[src/rtl/sipo_frame_ctrl.sv]
// sipo_frame_ctrl: framed serial-in/parallel-out controller.
// After frame_start it collects WIDTH strobed bits MSB-first into a shift
// register, then moves the finished word into a holding register that is
// drained by a valid/ready handshake. Words that arrive while the holding
// register is still full are dropped and flagged with a sticky overrun bit.
// A frame that stalls too long between bits is aborted with a timeout pulse.
module sipo_frame_ctrl #(
  parameter int WIDTH   = 4,
  parameter int TIMEOUT = 16,
  parameter int CNT_W   = $clog2(WIDTH + 1)
) (
  input  logic             clk,
  input  logic             rst,
  input  logic             s_in,
  input  logic             s_valid,
  input  logic             frame_start,
  input  logic             out_ready,
  input  logic             overrun_clr,
  output logic [WIDTH-1:0] p_out,
  output logic             p_valid,
  output logic             busy,
  output logic [CNT_W-1:0] bit_cnt,
  output logic             overrun,
  output logic             timeout
);

  // Idle counter only needs to hold values up to TIMEOUT-1.
  localparam int IDLE_W       = (TIMEOUT > 1) ? $clog2(TIMEOUT) : 1;
  localparam int IDLE_MAX_INT = (TIMEOUT > 0) ? (TIMEOUT - 1) : 0;
  localparam bit TO_EN        = (TIMEOUT > 0);

  localparam logic [CNT_W-1:0]  LAST_BIT = CNT_W'(WIDTH - 1);
  localparam logic [IDLE_W-1:0] IDLE_MAX = IDLE_W'(IDLE_MAX_INT);

  typedef enum logic [0:0] {
    IDLE  = 1'b0,
    SHIFT = 1'b1
  } state_t;

  state_t             state_reg, state_next;
  logic [WIDTH-1:0]   shreg_reg, shreg_next;
  logic [WIDTH-1:0]   p_out_reg, p_out_next;
  logic               p_valid_reg, p_valid_next;
  logic [CNT_W-1:0]   bit_cnt_reg, bit_cnt_next;
  logic [IDLE_W-1:0]  idle_cnt_reg, idle_cnt_next;
  logic               overrun_reg, overrun_next;
  logic               timeout_reg, timeout_next;
  logic               busy_reg;
  logic [WIDTH-1:0]   word_shifted;

  // Shift register contents after accepting s_in this cycle.
  assign word_shifted = {shreg_reg[WIDTH-2:0], s_in};

  // Next-state and datapath decode; every target gets a hold/default first.
  always_comb begin
    state_next    = state_reg;
    shreg_next    = shreg_reg;
    bit_cnt_next  = bit_cnt_reg;
    idle_cnt_next = idle_cnt_reg;
    p_out_next    = p_out_reg;
    // A handshake drains the holding register unless a new word reloads it.
    p_valid_next  = p_valid_reg & ~out_ready;
    overrun_next  = overrun_reg & ~overrun_clr;
    timeout_next  = 1'b0;

    case (state_reg)
      IDLE: begin
        if (frame_start) begin
          state_next    = SHIFT;
          shreg_next    = '0;
          bit_cnt_next  = '0;
          idle_cnt_next = '0;
        end
      end

      SHIFT: begin
        if (frame_start) begin
          // Restart: any bit strobed in this cycle is ignored.
          shreg_next    = '0;
          bit_cnt_next  = '0;
          idle_cnt_next = '0;
        end else if (s_valid) begin
          idle_cnt_next = '0;
          if (bit_cnt_reg == LAST_BIT) begin
            state_next   = IDLE;
            bit_cnt_next = '0;
            shreg_next   = '0;
            if (!p_valid_reg || out_ready) begin
              p_out_next   = word_shifted;
              p_valid_next = 1'b1;
            end else begin
              // Holding register full and not draining: drop, set wins over clear.
              overrun_next = 1'b1;
            end
          end else begin
            shreg_next   = word_shifted;
            bit_cnt_next = bit_cnt_reg + CNT_W'(1);
          end
        end else begin
          if (TO_EN && (idle_cnt_reg == IDLE_MAX)) begin
            state_next    = IDLE;
            bit_cnt_next  = '0;
            shreg_next    = '0;
            idle_cnt_next = '0;
            timeout_next  = 1'b1;
          end else begin
            idle_cnt_next = idle_cnt_reg + IDLE_W'(1);
          end
        end
      end

      default: state_next = IDLE;
    endcase
  end

  // State and output registers; reset overrides every input.
  always_ff @(posedge clk) begin
    if (rst) begin
      state_reg    <= IDLE;
      shreg_reg    <= '0;
      p_out_reg    <= '0;
      p_valid_reg  <= 1'b0;
      bit_cnt_reg  <= '0;
      idle_cnt_reg <= '0;
      overrun_reg  <= 1'b0;
      timeout_reg  <= 1'b0;
      busy_reg     <= 1'b0;
    end else begin
      state_reg    <= state_next;
      shreg_reg    <= shreg_next;
      p_out_reg    <= p_out_next;
      p_valid_reg  <= p_valid_next;
      bit_cnt_reg  <= bit_cnt_next;
      idle_cnt_reg <= idle_cnt_next;
      overrun_reg  <= overrun_next;
      timeout_reg  <= timeout_next;
      busy_reg     <= (state_next == SHIFT);
    end
  end

  assign p_out   = p_out_reg;
  assign p_valid = p_valid_reg;
  assign busy    = busy_reg;
  assign bit_cnt = bit_cnt_reg;
  assign overrun = overrun_reg;
  assign timeout = timeout_reg;

endmodule

[config.mk]
export PLATFORM = sky130hd
export DESIGN_NAME = sipo_frame_ctrl
export DESIGN_NICKNAME = d
export VERILOG_FILES = /design/src/rtl/sipo_frame_ctrl.sv
export SDC_FILE = /design/constraint.sdc
export NUM_CORES = 1
export LEC_CHECK = 0
export CORE_ASPECT_RATIO = 1.2
export CORE_MARGIN = 10
export CORE_UTILIZATION = 37
export DETAILED_ROUTE_END_ITERATION = 7
export SYNTH_ARGS = -nofsm -noshare
export SYNTH_HDL_FRONTEND = slang
export SYNTH_SLANG_ARGS = --single-unit
[constraint.sdc]
create_clock -name clk -period 2.7 [get_ports clk]
set_clock_uncertainty 0.1 [all_clocks]
set_input_delay 0.405 -clock clk [delete_from_list [all_inputs] [get_ports clk]]
set_output_delay 0.405 -clock clk [all_outputs]
set_load 0.02 [all_outputs]
==> metrics.md, run 1 <==
| Metric | Value |
|---|---|
| Type of the worst setup path | reg -> out |
| Buffers on Ports | 17 |
| RSZ-0062 raised after global routing | no |
| Share of cells above drive strength 1 | under 10% |
| DR DRC count | 0 |
| Die Wd | ~63 um |
| Post-route cell area | approximately 1100 um2 |
| Routed Antenna Nets | 0 |
| Synthesized area | about 840 um2 |
| Hold_buf cts | 0 |
| Commonest non-fill, non-tap cells in the layout | dfxtp_1, clkdlybuf4s50_1, nand2b_1, a21oi_1, nor2b_1 |
| Largest net degree at the start of global routing | 18 |
| Max-slew violations | 0 |
| Cts bufs inserted | 3 |
| Final hold viol count | 0 |
| #FFs+latches synth | 18 |
| Synthesis warning total | 0 |
| IO Count | 18 |
| Worst slew pin tran | around 0.55 ns |
| Worst path cell trace | clkdlybuf4s50_1 |
| Dpl ws | between 0.6 and 0.7 ns |
| Register area | 360 um2 |
| Post-synthesis compound-gate area fraction | about an eighth |
| CTS tree | built |
| CP endpoint kind | output port |
| Most common cell after layout, fill and taps aside | dfxtp_1 |
| Internal power | between 0.3 and 0.4 mW |
| Synthesized-area fraction occupied by adder cells | slightly below 3% |
| Via density per instance | roughly 5.3 |
| Status | completed |
| Pleak | around 0.37 nW |
| Mean routed wirelength per cell | roughly 13 um |
| Final WS setup | 0.701 ns |
| Detailed Route Iter0 Violations | 22 |
| Clock-pin transition on the worst setup and hold timing paths | around 0.1 ns |
| Finished Core Util | 51.2% |
| GRT Overall Usage | 8.44% |
| Net switching power | about 0.11 mW |
| CP arrival | 1.49 ns |
| Fmax | 500 MHz |
| Die height | around 72 um |
| Max_slew headroom | a little over three fifths |
| Largest family of logic cells by synthesized area | simple AND/OR/NAND/NOR gates |
| Post-cts resize count | 0 |
| Fin cells | 146 |
| Synthesized-area fraction occupied by and/or/nand/nor cells | between 30% and 40% |
| Register area share after synthesis | 42.9% |
| Clk sinks | 18 |
| Worst skew pair latency | around 0.30 ns |
| Crit start category | flip-flop |
| Max stage delay on crit path | about 0.67 ns |
| DP Cell Count | around 140 |
| Post-CTS setup buffer count | 0 |
| Post-DP HPWL | around 1.4 mm |
| Syn avg cell area | ~8.7 um2 |
| Fin crit share | approximately 74% |
| # Max-Cap Violations | 0 |
| Initial antenna violation count | 0 |
| First-pass GRT wire length | ~3.2 mm |
| Critical Path RT | 2.19 ns |
| Core area | around 2100 um2 |
| CP delay by family, top | buffers and inverters |
| Sequential group share of total power | about 57% |
| Hold slack | around 0.38 ns |
| Area grow syn2layout | 29.1% |
| RD Place Congestion | about 0.76 |
| Worst vdd ir | between 0.2 and 0.3 mV |
| Pwr Total | between 0.4 and 0.5 mW |
| Hold Path Class | reg -> reg |
| Ant. Diodes | 0 |
| H-tree Lvls | 1 |
| Gr ovfl total | 0 |
| Critical path fanouts, max | 10 |
| Die area | around 4600 um2 |
| WL final | between 1.5 and 2 mm |
| Distinct cells, synth | 23 |
| Logic pwr share | roughly 8.5% |
| Root Driver | clkbuf_4 |
| Setup tns final | 0 ns |
| Syn Inst Count | 97 |
| Final Setup Violations | 0 |
| Fillers | ~220 |
| Sw frac | a little under a quarter |
| Mux cell area share after synthesis | about 4.8% |
| # nets final | 126 |
| Multi-input gate area | approximately 460 um2 |
| Vias | 772 |
| Clk buf depth | 2 |
| Row cnt | 18 |
| DP Area | between 1000 and 1500 um2 |
| Synthesized net count | 106 |
| Number of global-route vias before repair | 740 |
| Clock share of power | about a third |
| XOR/XNOR Fraction of Synth Area | 0% |
| Buf/Inv on CP | 1 |
| TritonRoute pass-1 iters | 4 |
| Initial Utilization | 39.7% |
| PD cells | 443 nW/um2 |
| CP max stage cell | clkdlybuf4s50_1 |
| Min cycle time layout | about 2.0 ns |
## path summary, 6_finish.rpt
kind / start / end / slack, ns / cells past startpoint
worst max-delay path: busy / busy / 0.70 / 1
worst min register to register: p_out[3] / p_out[3] / 0.38 / 2
worst max register to register: idle_cnt_reg[0] / idle_cnt_reg[3] / 1.14 / 4
worst min-delay path: p_out[3] / p_out[3] / 0.38 / 2
## area by class of cell
type | instances | area share (%)
inverters | 2 | 0.693
clock buffers | 4 | 3.35
flip-flops and latches | 18 | 33.3
multi-input cells | 73 | 42.1
repair buffers | 19 | 17.1
well taps | 30 | 3.46
## synth_stat cells (all sizes together)
library cell	n	share of area [%]
dfxtp	18	43
a21oi	10	6.0
nand2b	10	7.5
nor2b	7	5.2
nand3	6	3.6
nor2	6	2.7
o21ai	6	3.6
clkbuf	4	1.8
mux2i	4	4.8
nand2	4	1.8
a31oi	3	2.2
and3b	3	3.1
nand3b	3	2.7
nor3	3	2.4
ha	2	3.0
inv	2	0.89
a32oi	1	1.0
nand4	1	0.75
nand4b	1	1.0
nor4b	1	1.0
nor4bb	1	1.2
or4	1	0.89
## cell families after synthesis
kind of cell,count (synthesis)
AND/OR/NAND/NOR,47
AO/OA/AOI/OAI,20
flip-flops,18
buffers and inverters,6
multiplexers,4
adder cells (fa/ha/maj),2
## per-layer routing
metal | up-vias | wire length, um | global-route usage (%) | share of wire (%)
li1 | 383 | - | - | -
met1 | 360 | 866 | 9.09 | 44
met2 | 25 | 878 | 13.9 | 45
met3 | 4 | 180 | 3.99 | 9.2
met4 | 0 | 34 | 3.65 | 1.7
met5 | - | 0 | 0 | 0
## power groups by stage
stage	Sequential, mW	Combinational, mW	Clock (mW)
after floorplan	0.278	0.0199	0
after global placement	0.277	0.0412	0
after detailed placement	0.278	0.0406	0
after CTS	0.272	0.0407	0.176
after global routing	0.272	0.0448	0.187
final	0.272	0.0408	0.168
Power figures use the tool's default switching activity.
==> inputs of run 2 (changes only) <==
- clock period: 2.7 -> 1.8 ns (I/O delays scaled with it)
==> metrics.md, run 2 (synthesized netlist as in run 1, its figures left out) <==
| Metric | Value |
|---|---|
| Max stage delay on crit path | 0.63 ns (-0.04 ns) |
| Mean routed wirelength per cell | 13.2 um (-1.6%) |
| Post-CTS setup buffer count | 0 (unchanged) |
| Worst path cell trace | clkdlybuf4s50_1 |
| Die height | 72.2 um (unchanged) |
| Finished Core Util | 53.7% (+2.5 points) |
| DP Cell Count | 149 (+4.9%) |
| Status | completed |
| Min cycle time layout | approximately 1.7 ns |
| Initial antenna violation count | 0 (unchanged) |
| # nets final | 133 (+5.6%) |
| Fmax | 591 MHz |
| Vias | 783 (+1.4%) |
| Critical path fanouts, max | 5 (-5) |
| RSZ-0062 raised after global routing | no |
| Post-cts resize count | 0 (unchanged) |
| Fin crit share | a little over nine tenths |
| Critical Path RT | 1.43 ns (-0.76 ns) |
| CP arrival | 1.32 ns (-0.17 ns) |
| Pleak | 0.403 nW (+9.4%) |
| Cts bufs inserted | 3 (unchanged) |
| # Max-Cap Violations | 0 (unchanged) |
| Clock-pin transition on the worst setup and hold timing paths | 0.10 ns (about the same) |
| Worst skew pair latency | 0.30 ns (about the same) |
| Buffers on Ports | 17 (unchanged) |
| Hold Path Class | reg -> reg |
| Ant. Diodes | 0 (unchanged) |
| CTS tree | built |
| Post-DP HPWL | 1.54 mm (+7.6%) |
| GRT Overall Usage | 9.53% (+1.1 points) |
| Area grow syn2layout | 35.3% |
| DR DRC count | 0 (unchanged) |
| CP endpoint kind | output port |
| Worst vdd ir | 0.451 mV (+75%) |
| CP max stage cell | clkdlybuf4s50_1 |
| Fin cells | 153 (+4.8%) |
| Root Driver | clkbuf_4 |
| Final hold viol count | 0 (unchanged) |
| Type of the worst setup path | reg -> out |
| Clk buf depth | 2 (unchanged) |
| Setup tns final | 0 ns (unchanged) |
| WL final | 2.02 mm (+3.2%) |
| Fillers | 225 (+3.7%) |
| Crit path depth | 1 (unchanged) |
| Max-slew violations | 0 (unchanged) |
| Commonest non-fill, non-tap cells in the layout | dfxtp_1, clkdlybuf4s50_1, nand2b_1, a21oi_1, buf_4 |
| Worst hold path depth | 2 (unchanged) |
| Crit start category | flip-flop |
| Routed Antenna Nets | 0 (unchanged) |
| IO Count | 18 (unchanged) |
| TritonRoute pass-1 iters | 4 (unchanged) |
| Most common cell after layout, fill and taps aside | dfxtp_1 |
| Worst slew pin tran | 0.303 ns (-0.248 ns) |
| Cell depth of the worst flop-to-flop path | 5 (+1) |
| First-pass GRT wire length | 3.63 mm (+13%) |
| Largest net degree at the start of global routing | 13 (-5) |
| Number of global-route vias before repair | 838 (+13%) |
| CP delay by family, top | buffers and inverters |
| Detailed Route Iter0 Violations | 19 (-14%) |
| Clk sinks | 18 (unchanged) |
| H-tree Lvls | 1 (unchanged) |
| Gr ovfl total | 0 (unchanged) |
| RD Place Congestion | 0.800 (+4.6%) |
| Buf/Inv on CP | 1 (unchanged) |
| Core area | 2120 um2 (unchanged) |
| Final Setup Violations | 0 (unchanged) |
| Share of cells above drive strength 1 | 11.4% (+5.3 points) |
| Die area | 4580 um2 (unchanged) |
| Via density per instance | 5.12 (-3.2%) |
| Initial Utilization | 39.7% (unchanged) |
| Max_slew headroom | 79.8% (+17 points) |
| Die Wd | 63.5 um (unchanged) |
| Row cnt | 18 (unchanged) |
| PD cells | 640 nW/um2 (+45%) |
| Hold_buf cts | 0 (unchanged) |
run 2: through the flow:
stage | hold WS (ns) | power (mW) | cell area, um2 | setup slack, ns
after global routing | 0.407 | 0.766 | 1140 | 0.0257
after detailed placement | 0.366 | 0.489 | 1100 | 0.0420
final | 0.377 | 0.727 | 1140 | 0.108
after global placement | 0.362 | 0.488 | 1100 | 0.108
after CTS | 0.382 | 0.732 | 1140 | 0.0865
after floorplan | 0.318 | 0.447 | 840 | 0.302
run 2: final timing paths:
kind	start	to	slack, ns
max	bit_cnt[2]	bit_cnt[2]	0.11
min	p_out[0]	p_out[0]	0.38
max reg2reg	idle_cnt_reg[0]	idle_cnt_reg[3]	0.36
min reg2reg	p_out[0]	p_out[0]	0.38
run 2: power by group:
group | switching, mW | total (mW) | internal (mW)
logic | 0.0377 | 0.0757 | 0.0380
registers | 0.00246 | 0.404 | 0.401
clock network | 0.124 | 0.248 | 0.124
run 2: tightest hold or removal path, delay by kind of cell (launching register included):
kind | cells | cell delay, ns
flops | 1 | 0.32
simple gates | 1 | 0.06
mux | 1 | 0.05
run 2: area by class of cell:
class / instances / area, um2 / share of cell area, %
Clock buffer: 4 / 36.3 / 3.19
Inverter: 2 / 7.51 / 0.661
Multi-Input combinational cell: 73 / 457 / 40.2
Sequential cell: 18 / 360 / 31.7
Tap cell: 30 / 37.5 / 3.30
Timing Repair Buffer: 26 / 238 / 20.9
run 2: routing by layer:
metal / vias up / part of all wire (%) / GRT usage, %
met4: 0 / 2.1 / 4.38
met1: 359 / 46 / 11.2
met5: - / 0 / 0
met3: 5 / 6.9 / 3.69
met2: 20 / 45 / 15.0
li1: 399 / - / -
==> inputs of run 3 (changes only) <==
- PLACE_DENSITY: default -> 0.75
==> metrics.md, run 3 (synthesized netlist as in run 1, its figures left out) <==
| Metric | Value |
|---|---|
| DP Area | 1080 um2 (-1.4%) |
| Buf/Inv on CP | 1 (unchanged) |
| Hold Path Class | reg -> reg |
| Most common cell after layout, fill and taps aside | dfxtp_1 |
| Buffers on Ports | 17 (unchanged) |
| Crit path depth | 1 (unchanged) |
| Final Setup Violations | 0 (unchanged) |
| Fin cells | 150 (-2.0%) |
| Max-slew violations | 0 (unchanged) |
| Commonest non-fill, non-tap cells in the layout | dfxtp_1, clkdlybuf4s50_1, nand2b_1, a21oi_1 |
| DR DRC count | 0 (unchanged) |
| TritonRoute pass-1 iters | 4 (unchanged) |
| Finished Core Util | 52.3% (-1.4 points) |
| Clk sinks | 18 (unchanged) |
| Worst slew pin tran | 0.338 ns (+0.0351 ns) |
| Initial antenna violation count | 0 (unchanged) |
| Die Wd | 63.5 um (unchanged) |
| Initial Utilization | 39.7% (unchanged) |
| # nets final | 131 (-1.5%) |
| Logic pwr share | 10.8% (+0.4 points) |
| Final hold viol count | 0 (unchanged) |
| Sw frac | 23.3% (+0.70 points) |
| # Max-Cap Violations | 0 (unchanged) |
| Clk buf depth | 2 (unchanged) |
| Detailed Route Iter0 Violations | 30 (+11) |
| Setup tns final | 0 ns (unchanged) |
| Net switching power | 0.156 mW (-4.9%) |
| Pwr Total | 0.671 mW (-7.7%) |
| DP Cell Count | 147 (-1.3%) |
| Fin crit share | 93.3% (-0.70 points) |
| Worst skew pair latency | 0.29 ns (about the same) |
| Clock share of power | 29.0% (-5.0 points) |
| Post-CTS setup buffer count | 0 (unchanged) |
| Sequential group share of total power | 60.3% (+4.8 points) |
| Min cycle time layout | 1.68 ns (-0.0125 ns) |
| Hold slack | 0.378 ns (+0.000248 ns) |
| Vias | 781 (-0.26%) |
| Gr ovfl total | 0 (unchanged) |
| CP arrival | 1.31 ns (about the same) |
| GRT Overall Usage | 8.36% (-1.2 points) |
| Clock-pin transition on the worst setup and hold timing paths | 0.09 ns (about the same) |
| First-pass GRT wire length | 3.19 mm (-12%) |
| Hold_buf cts | 0 (unchanged) |
| PD cells | 606 nW/um2 (-5.4%) |
| Core area | 2120 um2 (unchanged) |
| Crit start category | flip-flop |
| Root Driver | clkbuf_4 |
| CP delay by family, top | buffers and inverters |
| Cts bufs inserted | 3 (unchanged) |
| Dpl ws | 0.118 ns (+0.0756 ns) |
| Worst path cell trace | clkdlybuf4s50_1 |
| Worst vdd ir | 0.382 mV (-15%) |
| CTS tree | built |
| Die area | 4580 um2 (unchanged) |
| Share of cells above drive strength 1 | 9.17% (-2.2 points) |
| Area grow syn2layout | 31.9% |
| Post-route cell area | 1110 um2 (-2.5%) |
| Max stage delay on crit path | 0.63 ns (about the same) |
| H-tree Lvls | 1 (unchanged) |
| Row cnt | 18 (unchanged) |
| CP endpoint kind | output port |
| Ant. Diodes | 0 (unchanged) |
| RD Place Congestion | 0.887 (+11%) |
| Critical Path RT | 1.43 ns (about the same) |
| WL final | 1.94 mm (-3.9%) |
| Via density per instance | 5.21 (+1.7%) |
| RSZ-0062 raised after global routing | no |
| Post-DP HPWL | 1.46 mm (-5.1%) |
| Critical path fanouts, max | 5 (unchanged) |
| Type of the worst setup path | reg -> out |
| CP max stage cell | clkdlybuf4s50_1 |
| Number of global-route vias before repair | 770 (-8.1%) |
| IO Count | 18 (unchanged) |
| Post-cts resize count | 0 (unchanged) |
| Pleak | 0.386 nW (-4.2%) |
| Final WS setup | 0.121 ns (+0.0125 ns) |
| Status | completed |
| Worst hold path depth | 2 (unchanged) |
| Die height | 72.2 um (unchanged) |
| Internal power | 0.515 mW (-8.6%) |
| Routed Antenna Nets | 0 (unchanged) |
| Max_slew headroom | 77.1% (-2.6 points) |
| Mean routed wirelength per cell | 13.0 um (-1.9%) |
| Largest net degree at the start of global routing | 13 (unchanged) |
| Fmax | 596 MHz (+0.75%) |
| Cell depth of the worst flop-to-flop path | 5 (unchanged) |
[run 3: power groups by stage]
| stage | combinational [mW] | clock [mW] | sequential, mW |
|---|---|---|---|
| finish | 0.0722 | 0.194 | 0.404 |
| detailed placement | 0.0715 | 0 | 0.414 |
| global route | 0.0772 | 0.223 | 0.405 |
| global placement | 0.0708 | 0 | 0.413 |
| CTS | 0.0717 | 0.203 | 0.404 |
| floorplan | 0.0299 | 0 | 0.417 |
[run 3: metal layers]
| layer | vias up | track usage, % | share of wire (%) |
|---|---|---|---|
| met3 | 3 | 4.15 | 8.4 |
| li1 | 389 | - | - |
| met5 | - | 0 | 0 |
| met4 | 0 | 4.38 | 1.1 |
| met1 | 361 | 9.23 | 47 |
| met2 | 28 | 13.0 | 44 |
[run 3: area by class of cell]
cell class / instances / area [um2]
Tap cell: 30 / 37.5
Multi-Input combinational cell: 73 / 457
Timing Repair Buffer: 24 / 223
Fill cell: 214 / 1010
Inverter: 2 / 7.51
Sequential cell: 18 / 360
Clock buffer: 3 / 22.5
[run 3: worst paths after layout]
path / from / to / slack, ns
worst max-delay path: bit_cnt[2] / bit_cnt[2] / 0.12
worst min-delay path: p_out[2] / p_out[2] / 0.38
worst max register to register: idle_cnt_reg[0] / idle_cnt_reg[3] / 0.40
worst min register to register: p_out[2] / p_out[2] / 0.38
